### src/rtl/dma_ram_rd_arb_if.sv
// Bundle of requester-side and RAM-side read buses.
// slave: arbiter view; master: requesters plus RAM.
interface dma_ram_rd_arb_if #(
  parameter int PORTS          = 2,
  parameter int SEG_COUNT      = 2,
  parameter int SEG_DATA_WIDTH = 128,
  parameter int SEG_ADDR_WIDTH = 8
);
  localparam int N  = PORTS * SEG_COUNT;
  localparam int AW = SEG_ADDR_WIDTH;
  localparam int DW = SEG_DATA_WIDTH;

  logic [N*AW-1:0]         s_rd_cmd_addr;
  logic [N-1:0]            s_rd_cmd_valid;
  logic [N-1:0]            s_rd_cmd_ready;
  logic [N*DW-1:0]         s_rd_resp_data;
  logic [N-1:0]            s_rd_resp_valid;
  logic [N-1:0]            s_rd_resp_ready;
  logic [SEG_COUNT*AW-1:0] m_rd_cmd_addr;
  logic [SEG_COUNT-1:0]    m_rd_cmd_valid;
  logic [SEG_COUNT-1:0]    m_rd_cmd_ready;
  logic [SEG_COUNT*DW-1:0] m_rd_resp_data;
  logic [SEG_COUNT-1:0]    m_rd_resp_valid;
  logic [SEG_COUNT-1:0]    m_rd_resp_ready;

  modport slave (
    input  s_rd_cmd_addr,
    input  s_rd_cmd_valid,
    output s_rd_cmd_ready,
    output s_rd_resp_data,
    output s_rd_resp_valid,
    input  s_rd_resp_ready,
    output m_rd_cmd_addr,
    output m_rd_cmd_valid,
    input  m_rd_cmd_ready,
    input  m_rd_resp_data,
    input  m_rd_resp_valid,
    output m_rd_resp_ready
  );

  modport master (
    output s_rd_cmd_addr,
    output s_rd_cmd_valid,
    input  s_rd_cmd_ready,
    input  s_rd_resp_data,
    input  s_rd_resp_valid,
    output s_rd_resp_ready,
    input  m_rd_cmd_addr,
    input  m_rd_cmd_valid,
    output m_rd_cmd_ready,
    output m_rd_resp_data,
    output m_rd_resp_valid,
    input  m_rd_resp_ready
  );
endinterface

### src/rtl/dma_ram_rd_arb.sv
// Round-robin read arbiter: PORTS requesters share SEG_COUNT RAM segments.
// Ports: clk, rst (sync, active-high), bus (dma_ram_rd_arb_if.slave).
// Flat bus lanes are indexed p*SEG_COUNT+n (port p, segment n).
// A per-segment tag FIFO remembers which port owns each in-order response.
module dma_ram_rd_arb #(
  parameter int PORTS          = 2,
  parameter int SEG_COUNT      = 2,
  parameter int SEG_DATA_WIDTH = 128,
  parameter int SEG_ADDR_WIDTH = 8,
  parameter int TAG_FIFO_DEPTH = 8
) (
  input logic             clk,
  input logic             rst,
  dma_ram_rd_arb_if.slave bus
);
  localparam int PW = $clog2(PORTS);
  localparam int FW = $clog2(TAG_FIFO_DEPTH);
  localparam int AW = SEG_ADDR_WIDTH;
  localparam int DW = SEG_DATA_WIDTH;

  localparam logic [PW:0]   NP   = (PW+1)'(PORTS);
  localparam logic [PW-1:0] LAST = PW'(PORTS-1);
  localparam logic [FW:0]   FULL = (FW+1)'(TAG_FIFO_DEPTH);

  for (genvar n = 0; n < SEG_COUNT; n++) begin : g_seg
    logic [PORTS-1:0] req;
    logic [PORTS-1:0] rsp_rdy;
    logic [PW-1:0]    win;
    logic [PW:0]      idx;
    logic             any;
    logic [AW-1:0]    addr;
    logic [PW-1:0]    head;
    logic             full;
    logic             empty;
    logic             cmd_valid;
    logic             resp_ready;
    logic             push;
    logic             pop;

    logic [PW-1:0] rr_q, rr_d;
    logic [FW-1:0] wr_q, wr_d;
    logic [FW-1:0] rd_q, rd_d;
    logic [FW:0]   cnt_q, cnt_d;
    logic [PW-1:0] tag_q [TAG_FIFO_DEPTH];
    logic [PW-1:0] tag_d [TAG_FIFO_DEPTH];

    for (genvar p = 0; p < PORTS; p++) begin : g_port
      localparam int L = p * SEG_COUNT + n;
      assign req[p] = bus.s_rd_cmd_valid[L];
      assign rsp_rdy[p] = bus.s_rd_resp_ready[L];
      assign bus.s_rd_cmd_ready[L] =
        cmd_valid && bus.m_rd_cmd_ready[n]
        && win == PW'(p);
      assign bus.s_rd_resp_valid[L] =
        !rst && !empty && bus.m_rd_resp_valid[n]
        && head == PW'(p);
      // Data is broadcast; only the valid lane matters.
      assign bus.s_rd_resp_data[L*DW +: DW] =
        bus.m_rd_resp_data[n*DW +: DW];
    end

    assign full  = cnt_q == FULL;
    assign empty = cnt_q == '0;
    assign head  = tag_q[rd_q];

    // First requester at or after rr_q wins.
    always_comb begin
      win  = '0;
      any  = 1'b0;
      idx  = '0;
      addr = '0;
      for (int i = 0; i < PORTS; i++) begin
        idx = {1'b0, rr_q} + (PW+1)'(i);
        if (idx >= NP) idx = idx - NP;
        if (!any && req[idx[PW-1:0]]) begin
          any = 1'b1;
          win = idx[PW-1:0];
        end
      end
      for (int p = 0; p < PORTS; p++) begin
        if (win == PW'(p))
          addr = bus.s_rd_cmd_addr[(p*SEG_COUNT+n)*AW +: AW];
      end
    end

    // Full blocks issue even when a pop lands this cycle.
    assign cmd_valid  = !rst && any && !full;
    assign resp_ready = !rst && !empty && rsp_rdy[head];
    assign push = cmd_valid && bus.m_rd_cmd_ready[n];
    assign pop  = resp_ready && bus.m_rd_resp_valid[n];

    assign bus.m_rd_cmd_valid[n]         = cmd_valid;
    assign bus.m_rd_cmd_addr[n*AW +: AW] = addr;
    assign bus.m_rd_resp_ready[n]        = resp_ready;

    always_comb begin
      rr_d  = rr_q;
      wr_d  = wr_q;
      rd_d  = rd_q;
      cnt_d = cnt_q;
      tag_d = tag_q;
      if (push) begin
        rr_d = (win == LAST) ? '0 : win + 1'b1;
        tag_d[wr_q] = win;
        wr_d = wr_q + 1'b1;
      end
      if (pop) rd_d = rd_q + 1'b1;
      unique case ({push, pop})
        2'b10:   cnt_d = cnt_q + 1'b1;
        2'b01:   cnt_d = cnt_q - 1'b1;
        default: cnt_d = cnt_q;
      endcase
    end

    always_ff @(posedge clk) begin
      if (rst) begin
        rr_q  <= '0;
        wr_q  <= '0;
        rd_q  <= '0;
        cnt_q <= '0;
        tag_q <= '{default: '0};
      end else begin
        rr_q  <= rr_d;
        wr_q  <= wr_d;
        rd_q  <= rd_d;
        cnt_q <= cnt_d;
        tag_q <= tag_d;
      end
    end
  end
endmodule

### src/flat_wrapper.sv
// flat-port wrapper written by rule: the top's interface ports become plain ports
module dma_ram_rd_arb_flat 
#(
  parameter int PORTS          = 2,
  parameter int SEG_COUNT      = 2,
  parameter int SEG_DATA_WIDTH = 128,
  parameter int SEG_ADDR_WIDTH = 8,
  parameter int TAG_FIFO_DEPTH = 8
)
  (clk, rst, bus_s_rd_cmd_addr, bus_s_rd_cmd_valid, bus_s_rd_cmd_ready, bus_s_rd_resp_data, bus_s_rd_resp_valid, bus_s_rd_resp_ready, bus_m_rd_cmd_addr, bus_m_rd_cmd_valid, bus_m_rd_cmd_ready, bus_m_rd_resp_data, bus_m_rd_resp_valid, bus_m_rd_resp_ready);
  dma_ram_rd_arb_if #(.PORTS(PORTS), .SEG_COUNT(SEG_COUNT), .SEG_DATA_WIDTH(SEG_DATA_WIDTH), .SEG_ADDR_WIDTH(SEG_ADDR_WIDTH)) bus_i ();
  input logic clk;
  input logic rst;
  input wire logic [$bits(bus_i.s_rd_cmd_addr)-1:0] bus_s_rd_cmd_addr;
  input wire logic [$bits(bus_i.s_rd_cmd_valid)-1:0] bus_s_rd_cmd_valid;
  output wire logic [$bits(bus_i.s_rd_cmd_ready)-1:0] bus_s_rd_cmd_ready;
  output wire logic [$bits(bus_i.s_rd_resp_data)-1:0] bus_s_rd_resp_data;
  output wire logic [$bits(bus_i.s_rd_resp_valid)-1:0] bus_s_rd_resp_valid;
  input wire logic [$bits(bus_i.s_rd_resp_ready)-1:0] bus_s_rd_resp_ready;
  output wire logic [$bits(bus_i.m_rd_cmd_addr)-1:0] bus_m_rd_cmd_addr;
  output wire logic [$bits(bus_i.m_rd_cmd_valid)-1:0] bus_m_rd_cmd_valid;
  input wire logic [$bits(bus_i.m_rd_cmd_ready)-1:0] bus_m_rd_cmd_ready;
  input wire logic [$bits(bus_i.m_rd_resp_data)-1:0] bus_m_rd_resp_data;
  input wire logic [$bits(bus_i.m_rd_resp_valid)-1:0] bus_m_rd_resp_valid;
  output wire logic [$bits(bus_i.m_rd_resp_ready)-1:0] bus_m_rd_resp_ready;
  assign bus_i.s_rd_cmd_addr = bus_s_rd_cmd_addr;
  assign bus_i.s_rd_cmd_valid = bus_s_rd_cmd_valid;
  assign bus_s_rd_cmd_ready = bus_i.s_rd_cmd_ready;
  assign bus_s_rd_resp_data = bus_i.s_rd_resp_data;
  assign bus_s_rd_resp_valid = bus_i.s_rd_resp_valid;
  assign bus_i.s_rd_resp_ready = bus_s_rd_resp_ready;
  assign bus_m_rd_cmd_addr = bus_i.m_rd_cmd_addr;
  assign bus_m_rd_cmd_valid = bus_i.m_rd_cmd_valid;
  assign bus_i.m_rd_cmd_ready = bus_m_rd_cmd_ready;
  assign bus_i.m_rd_resp_data = bus_m_rd_resp_data;
  assign bus_i.m_rd_resp_valid = bus_m_rd_resp_valid;
  assign bus_m_rd_resp_ready = bus_i.m_rd_resp_ready;
  dma_ram_rd_arb #(.PORTS(PORTS), .SEG_COUNT(SEG_COUNT), .SEG_DATA_WIDTH(SEG_DATA_WIDTH), .SEG_ADDR_WIDTH(SEG_ADDR_WIDTH), .TAG_FIFO_DEPTH(TAG_FIFO_DEPTH)) u_core (.clk(clk), .rst(rst), .bus(bus_i));
endmodule
### config.mk
export PLATFORM = sky130hd
export DESIGN_NAME = dma_ram_rd_arb_flat
export DESIGN_NICKNAME = d
export VERILOG_FILES = /design/src/rtl/dma_ram_rd_arb_if.sv /design/src/rtl/dma_ram_rd_arb.sv /design/src/flat_wrapper.sv
export SDC_FILE = /design/constraint.sdc
export NUM_CORES = 1
export LEC_CHECK = 0
export CAP_MARGIN = 15
export CELL_PAD_IN_SITES_DETAIL_PLACEMENT = 1
export CELL_PAD_IN_SITES_GLOBAL_PLACEMENT = 1
export CORE_AREA = 2 2 330 332
export CTS_CLUSTER_SIZE = 30
export DETAILED_ROUTE_END_ITERATION = 10
export DIE_AREA = 0 0 332 334
export HOLD_SLACK_MARGIN = 0.02
export PLACE_DENSITY_LB_ADDON = 0.1
export SETUP_SLACK_MARGIN = 0.2
export SLEW_MARGIN = 10
export SYNTH_ARGS = -nofsm -noshare
export SYNTH_HDL_FRONTEND = slang
export SYNTH_SLANG_ARGS = --single-unit
### constraint.sdc
create_clock -name clk -period 8.6 [get_ports clk]
set_input_delay 1.72 -clock clk [delete_from_list [all_inputs] [get_ports clk]]
set_output_delay 1.72 -clock clk [all_outputs]
set_load 0.1 [all_outputs]
==> results.sh, run 1 <==
export IMPL_num_vias=2764
export IMPL_p_total_w=0.000554
export IMPL_clock_latency_ps=300
export IMPL_min_from="u_core.g_seg[0].tag_q[6]$_SDFFE_PP0P_"
export IMPL_place_congestion=0.563
export IMPL_worstMarginPinSlew_ps=1090
export IMPL_synth_fp_nets=1114
export IMPL_io_buffers=73
export IMPL_fillers=12900
export IMPL_wl_per_cell_um=10.2
export IMPL_htree_levels=2
export IMPL_initial_core_util_pct=5.80
export IMPL_ys_seq_area_share_pct=12.2
export IMPL_slew_limit_headroom_pct=26.8
export IMPL_yosysWarnings=0
export IMPL_finClkSkew_ps=6.47
export IMPL_ys_ff_latch=38
export IMPL_finalHoldViolations=0
export IMPL_min_to="u_core.g_seg[0].tag_q[6]$_SDFFE_PP0P_"
export IMPL_async_reset_ff_share_pct=0
export IMPL_finalSetupViolations=0
export IMPL_cts_tree="done"
export IMPL_critPathKind="in -> out"
export IMPL_post_synth_top_area_fraction_pct=62.0
export IMPL_die_x_um=332
export IMPL_yosys_area_top_type="buf_4"
export IMPL_hold_slack_ps=483
export IMPL_final_common_cell="clkdlybuf4s50_1"
export IMPL_drc_errors=0
export IMPL_grt_pass1_wl_um=24000
export IMPL_synth_edf_count=0
export IMPL_critPathMaxFanout=11
export IMPL_ios=842
export IMPL_cts_root_buf="clkbuf_16"
export IMPL_synth_area_leaders="buf_4, dfxtp_1, nand2_1, mux2i_1, nor2_1"
export IMPL_cts_hold_buf=0
export IMPL_status="finished clean"
export IMPL_rr_endpoint="u_core.g_seg[1].cnt_q[3]$_SDFFE_PP0P_"
export IMPL_rows=121
export IMPL_worstRegToRegCells=10
export IMPL_fin_cells=1769
export IMPL_cap_violations=0
export IMPL_avgSynthCellArea_sq_um=7.81
export IMPL_cp_slowest_cell="clkdlybuf4s50_1"
export IMPL_firstDrtPassIters=4
export IMPL_final_cell_mix="clkdlybuf4s50_1, nand2_1, nor2_1, dfxtp_1, mux2i_1"
export IMPL_seq_area_sq_um=761
export IMPL_drive_gt1_share_pct=7.91
export IMPL_min_period_over_period_pct=71.6
export IMPL_final_max_slew_viol_count=0
export IMPL_syn_area_sq_um=6250
export IMPL_cts_num_sinks=38
export IMPL_p_leak_nw=1.34
export IMPL_drt_iter0_drc=72
export IMPL_worst_setup_path_start_kind="input pin"
export IMPL_overflow=0
export IMPL_timing_fmax_mhz=162
export IMPL_cp_required_ps=6880
export IMPL_cp_slowest_stage_delay_ps=1180
export IMPL_grt_pass1_vias=2988
export IMPL_fin_crit_ps=6150
export IMPL_dpl_hpwl_um=14500
export IMPL_cts_buffers=5
export IMPL_drtAntennaViolNets=0
export IMPL_cts_resized_gates=0
export IMPL_syn_to_final_growth_pct=-20.1
export IMPL_cellPowerDensity_nw_per_um2=111
export IMPL_rsz0062_at_grt="no"
export IMPL_clockBufferDepth=2
export IMPL_track_usage_pct=3.05
export IMPL_reg2reg_from="u_core.g_seg[1].rd_q[0]$_SDFFE_PP0P_"
export IMPL_die_area_sq_um=111000
export IMPL_grt_max_degree=24
export IMPL_arrival_ps=4430
export IMPL_netlist_instances=800
export IMPL_min_path_cells=2
export IMPL_path_clk_slew_ps=60
export IMPL_nets=667
export IMPL_core_sq_um=108000
export IMPL_ir_worst_vdd_v=0.0000607
export IMPL_cts_setup_buffers=0
export IMPL_finalSetupTns_ps=0
export IMPL_dp_cells=1760
export IMPL_crit_chain="clkdlybuf4s50_1 -> nor2_1 -> nor4b_4 -> inv_2 -> nor2_1 -> clkdlybuf4s50_1"
export IMPL_grt_antenna_before_repair=1
export IMPL_drt_total_wl_um=18000
export IMPL_multi_input_area_sq_um=1520
export IMPL_r2r_slack_ps=5420
export IMPL_synth_ff_type="dfxtp_1"
export IMPL_synth_cell_types=37
export IMPL_hold_class="reg -> reg"
export IMPL_worstSetupEndpointType="output pin"
export IMPL_die_y_um=334
export IMPL_via_per_inst=1.56
[sequential cells by signal, summed over array words and instances, names as in the netlist]
| register | flops |
|---|---|
| u_core.g_seg.tag_q | 16 |
| u_core.g_seg.wr_q | 6 |
| u_core.g_seg.rr_q | 2 |
| u_core.g_seg.rd_q | 6 |
| u_core.g_seg.cnt_q | 8 |
[Yosys cell counts, types with 3 or more instances]
| library cell | n |
|---|---|
| buf_1 | 3 |
| dfxtp_1 | 38 |
| xor2_1 | 6 |
| mux2i_1 | 20 |
| mux4_1 | 4 |
| nand2_1 | 61 |
| nor3_1 | 5 |
| inv_1 | 10 |
| nor2b_1 | 4 |
| nor2_1 | 43 |
| buf_4 | 516 |
| ha_1 | 10 |
| nor4b_2 | 5 |
| o21ai_0 | 4 |
| buf_2 | 3 |
| nand3_1 | 5 |
| a21oi_1 | 12 |
| xnor2_1 | 6 |
| clkbuf_1 | 8 |
| nand2b_1 | 4 |
| nand4b_1 | 3 |
[power by group]
group	leakage, nW	switching, W	internal [W]
registers	0.307	0.00000739	0.000180
logic	0.960	0.000112	0.0000504
clock network	0.0739	0.0000888	0.000116
total	1.34	0.000208	0.000346
[worst max-delay path, delay by kind of cell]
kind | cells | cell delay (ps)
buffers and inverters | 3 | 1930
and+or+nand+nor | 3 | 770
[kinds of logic (layout without fill, tap and decap cells)]
logic type | count (synthesis) | count (layout) | synth area share [%]
adders and majority gates | 12 | 12 | 2.64
DFF | 38 | 38 | 12.2
other | 0 | 1 | 0
buffers and inverters | 542 | 96 | 63.6
muxes | 28 | 28 | 6.09
AOI/OAI and AO/OA | 24 | 24 | 2.16
and+or+nand+nor | 144 | 144 | 11.7
xor gates and xnor gates | 12 | 12 | 1.68
[layer usage]
layer / GRT usage [%] / routed length (um) / vias to the layer above
li1: - / - / 1096
met1: 3.02 / 6300 / 1172
met2: 3.97 / 7280 / 328
met3: 2.12 / 2840 / 166
met4: 3.30 / 1530 / 2
met5: 0.130 / 12 / -
[how the worst max path moves through the flow]
stage	slack (ps)	end	cells past startpoint	start
finish	2450	bus_s_rd_cmd_ready[2]	6	bus_s_rd_cmd_valid[0]
global route	2290	bus_s_rd_cmd_ready[3]	6	bus_s_rd_cmd_valid[1]
CTS	2390	bus_s_rd_cmd_ready[2]	6	bus_s_rd_cmd_valid[0]
detailed placement	2390	bus_s_rd_cmd_ready[3]	6	bus_s_rd_cmd_valid[1]
global placement	2350	bus_m_rd_cmd_addr[14]	5	bus_s_rd_cmd_valid[3]
floorplan	3050	bus_s_rd_cmd_ready[2]	5	rst
[area by class of cell]
cell class                 count  share of cell area, %
inverter                      12                  0.902
multi-input combinational    220                   30.4
tap                         1414                   35.4
clock buffer                   7                   2.86
antenna                        1                 0.0501
sequential                    38                   15.2
timing repair buffer          76                   15.0
clock inverter                 1                  0.100
[stage by stage]
stage	cell area, sq um	setup WS (ps)	util (%)
after floorplan	6250	3050	-
after global placement	4840	2350	4.49
after detailed placement	4840	2390	4.49
after CTS	4990	2390	4.63
after global routing	4990	2290	4.63
final	4990	2450	4.63
Note: power is estimated with default switching activity, not from simulation.
==> run 2: changes to the inputs <==
Settings changed: CORE_AREA 2 2 330 332 to 2 2 331 333, DIE_AREA 0 0 332 334 to 0 0 333 335.
Clock period 8.6 ns to 5.7 ns, I/O delays scaled along.
==> results.sh, run 2 (synthesis results as in run 1) <==
export IMPL_worstRegToRegCells=10
export IMPL_die_x_um=333
export IMPL_ios=842
export IMPL_cap_violations=0
export IMPL_track_usage_pct=3.29
export IMPL_grt_pass1_vias=3087
export IMPL_final_common_cell="nand2_1"
export IMPL_hold_class="reg -> reg"
export IMPL_worstSetupEndpointType="output pin"
export IMPL_num_vias=2744
export IMPL_path_clk_slew_ps=70
export IMPL_fin_cells=1770
export IMPL_cts_tree="done"
export IMPL_cts_hold_buf=0
export IMPL_r2r_slack_ps=2560
export IMPL_largest_registers="u_core.g_seg.tag_q (16), u_core.g_seg.cnt_q (8)"
export IMPL_antenna_cells=0
export IMPL_cts_setup_buffers=0
export IMPL_syn_to_final_growth_pct=-20.9
export IMPL_finalSetupViolations=0
export IMPL_firstDrtPassIters=4
export IMPL_status="finished clean"
export IMPL_die_area_sq_um=112000
export IMPL_final_max_slew_viol_count=0
export IMPL_io_buffers=73
export IMPL_die_y_um=335
export IMPL_crit_family="buffers and inverters"
export IMPL_critPathMaxFanout=3
export IMPL_initial_core_util_pct=5.78
export IMPL_worstMarginPinSlew_ps=996
export IMPL_cts_root_buf="clkbuf_16"
export IMPL_crit_top_cell="clkdlybuf4s50_1"
export IMPL_timing_fmax_mhz=236
export IMPL_ir_worst_vdd_v=0.0000937
export IMPL_rows=121
export IMPL_core_sq_um=108000
export IMPL_largest_reg_flops=16
export IMPL_arrival_ps=3100
export IMPL_finClkSkew_ps=13.3
export IMPL_overflow=0
export IMPL_largest_register="u_core.g_seg.tag_q"
export IMPL_clock_latency_ps=320
export IMPL_finalSetupTns_ps=0
export IMPL_fin_crit_ps=4240
export IMPL_place_congestion=0.577
export IMPL_clockBufferDepth=2
export IMPL_drive_gt1_share_pct=16.0
export IMPL_wl_per_cell_um=10.9
export IMPL_drc_errors=0
export IMPL_cp_required_ps=4560
export IMPL_nets=669
export IMPL_dp_cells=1762
export IMPL_dpl_hpwl_um=15400
export IMPL_worst_setup_path_start_kind="input pin"
export IMPL_cp_slowest_cell="clkdlybuf4s50_1"
export IMPL_crit_chain="clkdlybuf4s50_1 -> nor2_1 -> nor3_1 -> clkdlybuf4s50_1"
export IMPL_p_leak_nw=1.39
export IMPL_drt_total_wl_um=19200
export IMPL_path_depth=4
export IMPL_min_period_over_period_pct=74.4
export IMPL_finalHoldViolations=0
export IMPL_reg2reg_from="u_core.g_seg[0].rd_q[0]$_SDFFE_PP0P_"
export IMPL_rsz0062_at_grt="no"
export IMPL_min_path_cells=2
export IMPL_via_per_inst=1.55
export IMPL_slew_limit_headroom_pct=33.4
export IMPL_cts_resized_gates=0
export IMPL_htree_levels=2
export IMPL_critPathKind="in -> out"
export IMPL_cp_slowest_stage_delay_ps=1170
export IMPL_min_to="u_core.g_seg[0].tag_q[6]$_SDFFE_PP0P_"
export IMPL_rr_endpoint="u_core.g_seg[0].cnt_q[3]$_SDFFE_PP0P_"
export IMPL_min_from="u_core.g_seg[0].tag_q[6]$_SDFFE_PP0P_"
export IMPL_cellPowerDensity_nw_per_um2=172
export IMPL_final_cell_mix="nand2_1, clkdlybuf4s50_1, nor2_1, dfxtp_1, buf_4"
export IMPL_crit_buf_inv=2
export IMPL_grt_pass1_wl_um=25400
export IMPL_grt_max_degree=22
export IMPL_grt_antenna_before_repair=2
export IMPL_cts_buffers=5
export IMPL_drt_iter0_drc=99
export IMPL_cts_num_sinks=38
export IMPL_drtAntennaViolNets=0
## run 2: worst min-delay path, stage by stage, from the launching register on
cell and delay [ps]:
dfxtp_1 320, mux2i_1 70, nor2_1 70
## run 2: final cells by class
type                       count  area, sq um
clock inverter                 1         5.00
clock buffer                   7          143
timing repair buffer          78          698
fill                       13000       103000
tap                         1414         1770
inverter                      12         45.0
multi-input combinational    220         1520
sequential                    38          761
## run 2: layer usage
| metal | vias up | share of wire, % | global-route usage, % |
|---|---|---|---|
| li1 | 1103 | - | - |
| met1 | 1104 | 38 | 3.58 |
| met2 | 371 | 37 | 3.86 |
| met3 | 162 | 17 | 2.74 |
| met4 | 4 | 6.8 | 2.70 |
| met5 | - | 0.56 | 1.09 |
## run 2: how the worst max path moves through the flow
| stage | startpoint | to |
|---|---|---|
| 6_report | bus_s_rd_cmd_valid[0] | bus_m_rd_cmd_valid[0] |
| 5_1_grt | bus_s_rd_cmd_valid[0] | bus_s_rd_cmd_ready[2] |
| 4_1_cts | u_core.g_seg[0].rd_q[0]$_SDFFE_PP0P_ | bus_m_rd_resp_ready[0] |
| 3_5_place_dp | bus_s_rd_cmd_valid[0] | bus_m_rd_cmd_valid[0] |
| 3_3_place_gp | bus_s_rd_cmd_valid[1] | bus_m_rd_cmd_valid[1] |
| 2_1_floorplan | rst | bus_s_rd_cmd_ready[2] |
## run 2: per-stage QoR
stage	hold WS, ps	setup WS, ps	utilization, %	power (W)	instance area [sq um]
after floorplan	451	1310	-	0.00215	6250
after global placement	492	1460	4.44	0.000542	4800
after detailed placement	486	1460	4.44	0.000539	4800
after CTS	507	1440	4.57	0.000890	4940
after global routing	527	1350	4.57	0.000909	4940
final	495	1460	4.57	0.000851	4940
## run 2: power breakdown
group | internal [W] | total, W | leakage, nW | switching [W]
clock | 0.000175 | 0.000325 | 0.0739 | 0.000150
sequential | 0.000272 | 0.000283 | 0.307 | 0.0000115
combinational | 0.0000726 | 0.000243 | 1.01 | 0.000171
